[src/rtl/demux14_reg_pkg.sv]
// Shared definitions for the registered 1-to-4 demultiplexer.
package demux_pkg;
    localparam int N_CH  = 4;
    localparam int SEL_W = 2;
    typedef logic [SEL_W-1:0] sel_t;
endpackage

[src/rtl/demux14_reg_if.sv]
// Producer-side handshake plus the four consumer channels of demux14_reg.
interface demux14_reg_if
    import demux_pkg::*;
#(
    parameter int Size = 8
);
    logic [Size-1:0]  in_data;
    logic             in_valid;
    logic             in_ready;
    sel_t             s;
    logic             rr_en;
    logic [Size-1:0]  y0;
    logic [Size-1:0]  y1;
    logic [Size-1:0]  y2;
    logic [Size-1:0]  y3;
    logic [N_CH-1:0]  y_valid;
    logic [N_CH-1:0]  y_ready;
    sel_t             rr_ptr;

    modport master (
        output in_data, in_valid, s, rr_en, y_ready,
        input  in_ready, y0, y1, y2, y3, y_valid, rr_ptr
    );

    modport slave (
        input  in_data, in_valid, s, rr_en, y_ready,
        output in_ready, y0, y1, y2, y3, y_valid, rr_ptr
    );
endinterface

[src/rtl/demux14_reg_slot.sv]
// One-entry channel register: loads on accept, clears valid on consumer handshake.
module demux_slot #(
    parameter int Size = 8
) (
    input  logic            clk,
    input  logic            rst_n,
    input  logic            load,
    input  logic [Size-1:0] data,
    input  logic            ready,
    output logic [Size-1:0] q,
    output logic            valid
);
    always_ff @(posedge clk) begin
        if (!rst_n) begin
            q     <= '0;
            valid <= 1'b0;
        end else if (load) begin
            // a reload wins over a same-cycle drain so valid stays high
            q     <= data;
            valid <= 1'b1;
        end else if (valid && ready) begin
            valid <= 1'b0;
        end
    end
endmodule

[src/rtl/demux14_reg.sv]
// Registered 1-to-4 demux: select logic, round-robin pointer and in_ready mux
// in front of four independent channel registers.
module demux14_reg
    import demux_pkg::*;
#(
    parameter int Size = 8
) (
    input logic         clk,
    input logic         rst_n,
    demux14_reg_if.slave bus
);
    sel_t            sel;
    sel_t            rr_ptr_q;
    logic            accept;
    logic [N_CH-1:0] load;
    logic [N_CH-1:0] valid;
    logic [Size-1:0] q [N_CH];

    always_comb begin
        sel          = bus.rr_en ? rr_ptr_q : bus.s;
        // strict round-robin: a stalled target holds in_ready low, never skipped
        bus.in_ready = rst_n & (~valid[sel] | bus.y_ready[sel]);
        accept       = bus.in_valid & bus.in_ready;
    end

    always_ff @(posedge clk) begin
        if (!rst_n) begin
            rr_ptr_q <= '0;
        end else if (accept && bus.rr_en) begin
            rr_ptr_q <= rr_ptr_q + sel_t'(1);
        end
    end

    for (genvar i = 0; i < N_CH; i++) begin : g_slot
        assign load[i] = accept & (sel == sel_t'(i));

        demux_slot #(.Size(Size)) u_slot (
            .clk   (clk),
            .rst_n (rst_n),
            .load  (load[i]),
            .data  (bus.in_data),
            .ready (bus.y_ready[i]),
            .q     (q[i]),
            .valid (valid[i])
        );
    end

    assign bus.y0      = q[0];
    assign bus.y1      = q[1];
    assign bus.y2      = q[2];
    assign bus.y3      = q[3];
    assign bus.y_valid = valid;
    assign bus.rr_ptr  = rr_ptr_q;
endmodule

[src/flat_wrapper.sv]
// flat-port wrapper written by rule: the top's interface ports become plain ports
module demux14_reg_flat import demux_pkg::*;
#(
    parameter int Size = 8
)
  (clk, rst_n, bus_in_data, bus_in_valid, bus_s, bus_rr_en, bus_y_ready, bus_in_ready, bus_y0, bus_y1, bus_y2, bus_y3, bus_y_valid, bus_rr_ptr);
  demux14_reg_if #(.Size(Size)) bus_i ();
  input logic clk;
  input logic rst_n;
  input wire logic [$bits(bus_i.in_data)-1:0] bus_in_data;
  input wire logic [$bits(bus_i.in_valid)-1:0] bus_in_valid;
  input wire logic [$bits(bus_i.s)-1:0] bus_s;
  input wire logic [$bits(bus_i.rr_en)-1:0] bus_rr_en;
  input wire logic [$bits(bus_i.y_ready)-1:0] bus_y_ready;
  output wire logic [$bits(bus_i.in_ready)-1:0] bus_in_ready;
  output wire logic [$bits(bus_i.y0)-1:0] bus_y0;
  output wire logic [$bits(bus_i.y1)-1:0] bus_y1;
  output wire logic [$bits(bus_i.y2)-1:0] bus_y2;
  output wire logic [$bits(bus_i.y3)-1:0] bus_y3;
  output wire logic [$bits(bus_i.y_valid)-1:0] bus_y_valid;
  output wire logic [$bits(bus_i.rr_ptr)-1:0] bus_rr_ptr;
  assign bus_i.in_data = bus_in_data;
  assign bus_i.in_valid = bus_in_valid;
  assign bus_i.s = bus_s;
  assign bus_i.rr_en = bus_rr_en;
  assign bus_i.y_ready = bus_y_ready;
  assign bus_in_ready = bus_i.in_ready;
  assign bus_y0 = bus_i.y0;
  assign bus_y1 = bus_i.y1;
  assign bus_y2 = bus_i.y2;
  assign bus_y3 = bus_i.y3;
  assign bus_y_valid = bus_i.y_valid;
  assign bus_rr_ptr = bus_i.rr_ptr;
  demux14_reg #(.Size(Size)) u_core (.clk(clk), .rst_n(rst_n), .bus(bus_i));
endmodule
[config.mk]
export PLATFORM = sky130hd
export DESIGN_NAME = demux14_reg_flat
export DESIGN_NICKNAME = d
export VERILOG_FILES = /design/src/rtl/demux14_reg_pkg.sv /design/src/rtl/demux14_reg_if.sv /design/src/rtl/demux14_reg_slot.sv /design/src/rtl/demux14_reg.sv /design/src/flat_wrapper.sv
export SDC_FILE = /design/constraint.sdc
export NUM_CORES = 1
export LEC_CHECK = 0
export CORE_MARGIN = 3
export CORE_UTILIZATION = 29
export DETAILED_ROUTE_END_ITERATION = 8
export DONT_BUFFER_PORTS = 1
export GPL_TIMING_DRIVEN = 0
export REMOVE_ABC_BUFFERS = 1
export SLEW_MARGIN = 20
export SYNTH_ARGS = -nofsm -noshare
export SYNTH_HDL_FRONTEND = slang
export SYNTH_HIERARCHICAL = 1
export SYNTH_SLANG_ARGS = --single-unit
[constraint.sdc]
create_clock -name clk -period 2.99 [get_ports clk]
set_input_delay 0.4485 -clock clk [delete_from_list [all_inputs] [get_ports clk]]
set_output_delay 0.4485 -clock clk [all_outputs]
set_load 0.02 [all_outputs]
==> results.yml <==
status:
  status: "complete, no violations"
sta:
  tns_ns: 0
  tightest_slew_ns: 0.7873
  rsz0062_at_grt: "false"
  hold_viol: 0
  setup_viol: 0
  finalMaxSlewViolations: 0
  fin_crit_sh: 0.8593
  max_freq_mhz: 389.2
  max-slew-margin-rel: 0.4745
  final.min_clock_period_ns: 2.569
  fin_skew_ns: 0.001622
  setup_slack_ns: 0.4207
synthesis:
  synthTopCellsByArea: "dfxtp_1 (49%), mux2i_1 (21%), nor2b_1 (14%)"
  yosys-mux-area-fraction: 0.2275
  yosysSeqAreaShare: 0.4852
  synth_compound_area_frac: 0.06145
  ys_ff_latch: 38
  syn-cell-area_um2: 1568
  synth_top_family_by_area: "multiplexers"
  yosys.area_share.simple: 0.1899
  synthXorXnorAreaFrac: 0
  synthAdderAreaFrac: 0
  yosysWarnings: 6
  synthCells: 138
  syn_area_per_cell_um2: 11.36
  yosys.cell_types.count: 21
  synth_top_area_frac: 0.4852
  synth_top_area_cell: "dfxtp_1"
final_layout:
  final_util: 0.3316
  final_cell_mix: "dfxtp_1 (38), nor2b_1 (36), mux2i_1 (33)"
  antenna_cells: 0
  finalNetCount: 159
  fin_area_um2: 1715
  drive_gt1_frac: 0.1268
  area_growth_pct: 9.418
  final_common_cell: "dfxtp_1"
die:
  die_w_um: 79.53
  die_area_um2: 6324
  rows: 26
  io_pins: 57
  start_util: 0.3031
  core_um2: 5172
  die_h_um: 79.53
cts:
  post_cts_resized: 0
  numClockSinks: 38
  cts_max_path_buffers: 2
  clkLatencyLatePin_ns: 0.28
  cts_tree: "yes"
  cts_hold_buf: 0
  cts_buffers: 5
  post_cts_buffers: 0
  path_clk_slew_ns: 0.07
  cts_max_level: 2
  clock-root-buffer: "clkbuf_8"
global_routing:
  top_usage_layer: "met2"
  grt_pass1_wl_um: 5375
  grt.overflow.total: 0
  grtUsageMet3: 0.04740
  grt_pass1_vias: 1052
  use_met1: 0.1303
  grt_antenna_before_repair: 0
  met2_usage: 0.1937
  grt_max_degree: 43
  track_usage: 0.1152
setup_path:
  criticalPathCategory: "reg -> out"
  cp.arrival_ns: 2.12
  end_kind: "primary output"
  cp-start-kind: "flip-flop"
  cp.required_ns: 2.54
  cp_max_fo: 6
flow_run:
  maxCapViolCount: 0
power_and_ir_drop:
  totalPowerFinal_w: 0.0009782
  powerDensity_nw_per_um2: 570.2
  vdd_drop_max_mv: 0.1886
  p_leak_nw: 0.5540
detailed_routing:
  first_pass_iters: 4
  drtAntennaViolNets: 0
  wl_per_cell_um: 16.97
  wl_um: 3598
  via_count: 976
  drcViolationCount: 0
  drt-initial-drc-count: 25
  via_per_inst: 4.604
place:
  place_congestion: 0.6486
  dp_slack_ns: 0.6059
  dpl.hpwl_um: 2490
  portBuffers: 0
  dpl_cell_area_um2: 1620
hold_path:
  hold_class: "in -> reg"
## state kept, by name, indices dropped and copies added, names as in the netlist
| signal | cells |
|---|---|
| u_core/g_slot.u_slot/q | 32 |
| u_core/bus.rr_ptr | 2 |
| u_core/g_slot.u_slot/valid | 4 |
## critical path, stage by stage, from the launching register on
cell and delay [ns]:
dfxtp_1 0.49, mux2_4 0.28, nor3b_1 0.07, a311o_2 0.41, a21boi_0 0.60
## worst paths after layout
path,startpoint,endpoint,slack (ns),cells past startpoint
worst max-delay path,u_core/bus.rr_ptr[1],bus_in_ready,0.42,4
worst min-delay path,rst_n,u_core/g_slot[0].u_slot/valid,0.28,1
worst max register to register,u_core/bus.rr_ptr[1],u_core/g_slot[0].u_slot/q[5],0.65,6
worst min register to register,u_core/bus.rr_ptr[0],u_core/bus.rr_ptr[0],0.60,2
## layout make-up
type / instances / area (um2)
clock inverters: 2 / 12.51
fillers: 532 / 3457
inverters: 3 / 11.26
multi-input cells: 93 / 760.7
flip-flops and latches: 38 / 760.7
well taps: 70 / 87.58
clock buffers: 6 / 82.58
## cell families after synthesis
kind of cell	Yosys count
simple gates	48
buf+inv	7
mux	35
flops	38
compound gates	10
## per-stage QoR
stage,std cells,hold slack (ns)
floorplan,134,0.5461
global placement,204,0.5710
detailed placement,204,0.5746
CTS,212,0.2682
global route,212,0.2590
finish,212,0.2819
## cells in the mapped netlist
library cell and instances:
a21boi_0 1, inv_1 3, nand2_1 2, nand3b_4 1, a21boi_1 1, nor2_1 4, nand2b_1 1, o311ai_4 1
mux2_4 1, nor2b_1 36, mux2i_1 33, or3_1 1, nor3b_1 1, o21a_1 4, mux2_2 1, a311o_2 1
o21ai_0 1, nand3_1 2, buf_6 4, dfxtp_1 38, a21oi_2 1
## power by group
part / switching (W) / internal, W / total (W)
Clock: 0.000178 / 0.000185 / 0.000363
Combinational: 0.0000328 / 0.0000340 / 0.0000668
Sequential: 0.0000282 / 0.000520 / 0.000548
Total: 0.000239 / 0.000739 / 0.000978
## metal layers
| layer | vias up | share of wire |
|---|---|---|
| li1 | 469 | - |
| met4 | 0 | 0.0089 |
| met3 | 2 | 0.083 |
| met2 | 39 | 0.49 |
| met5 | - | 0 |
| met1 | 466 | 0.42 |
No activity file was read; power rests on OpenSTA's default activity.
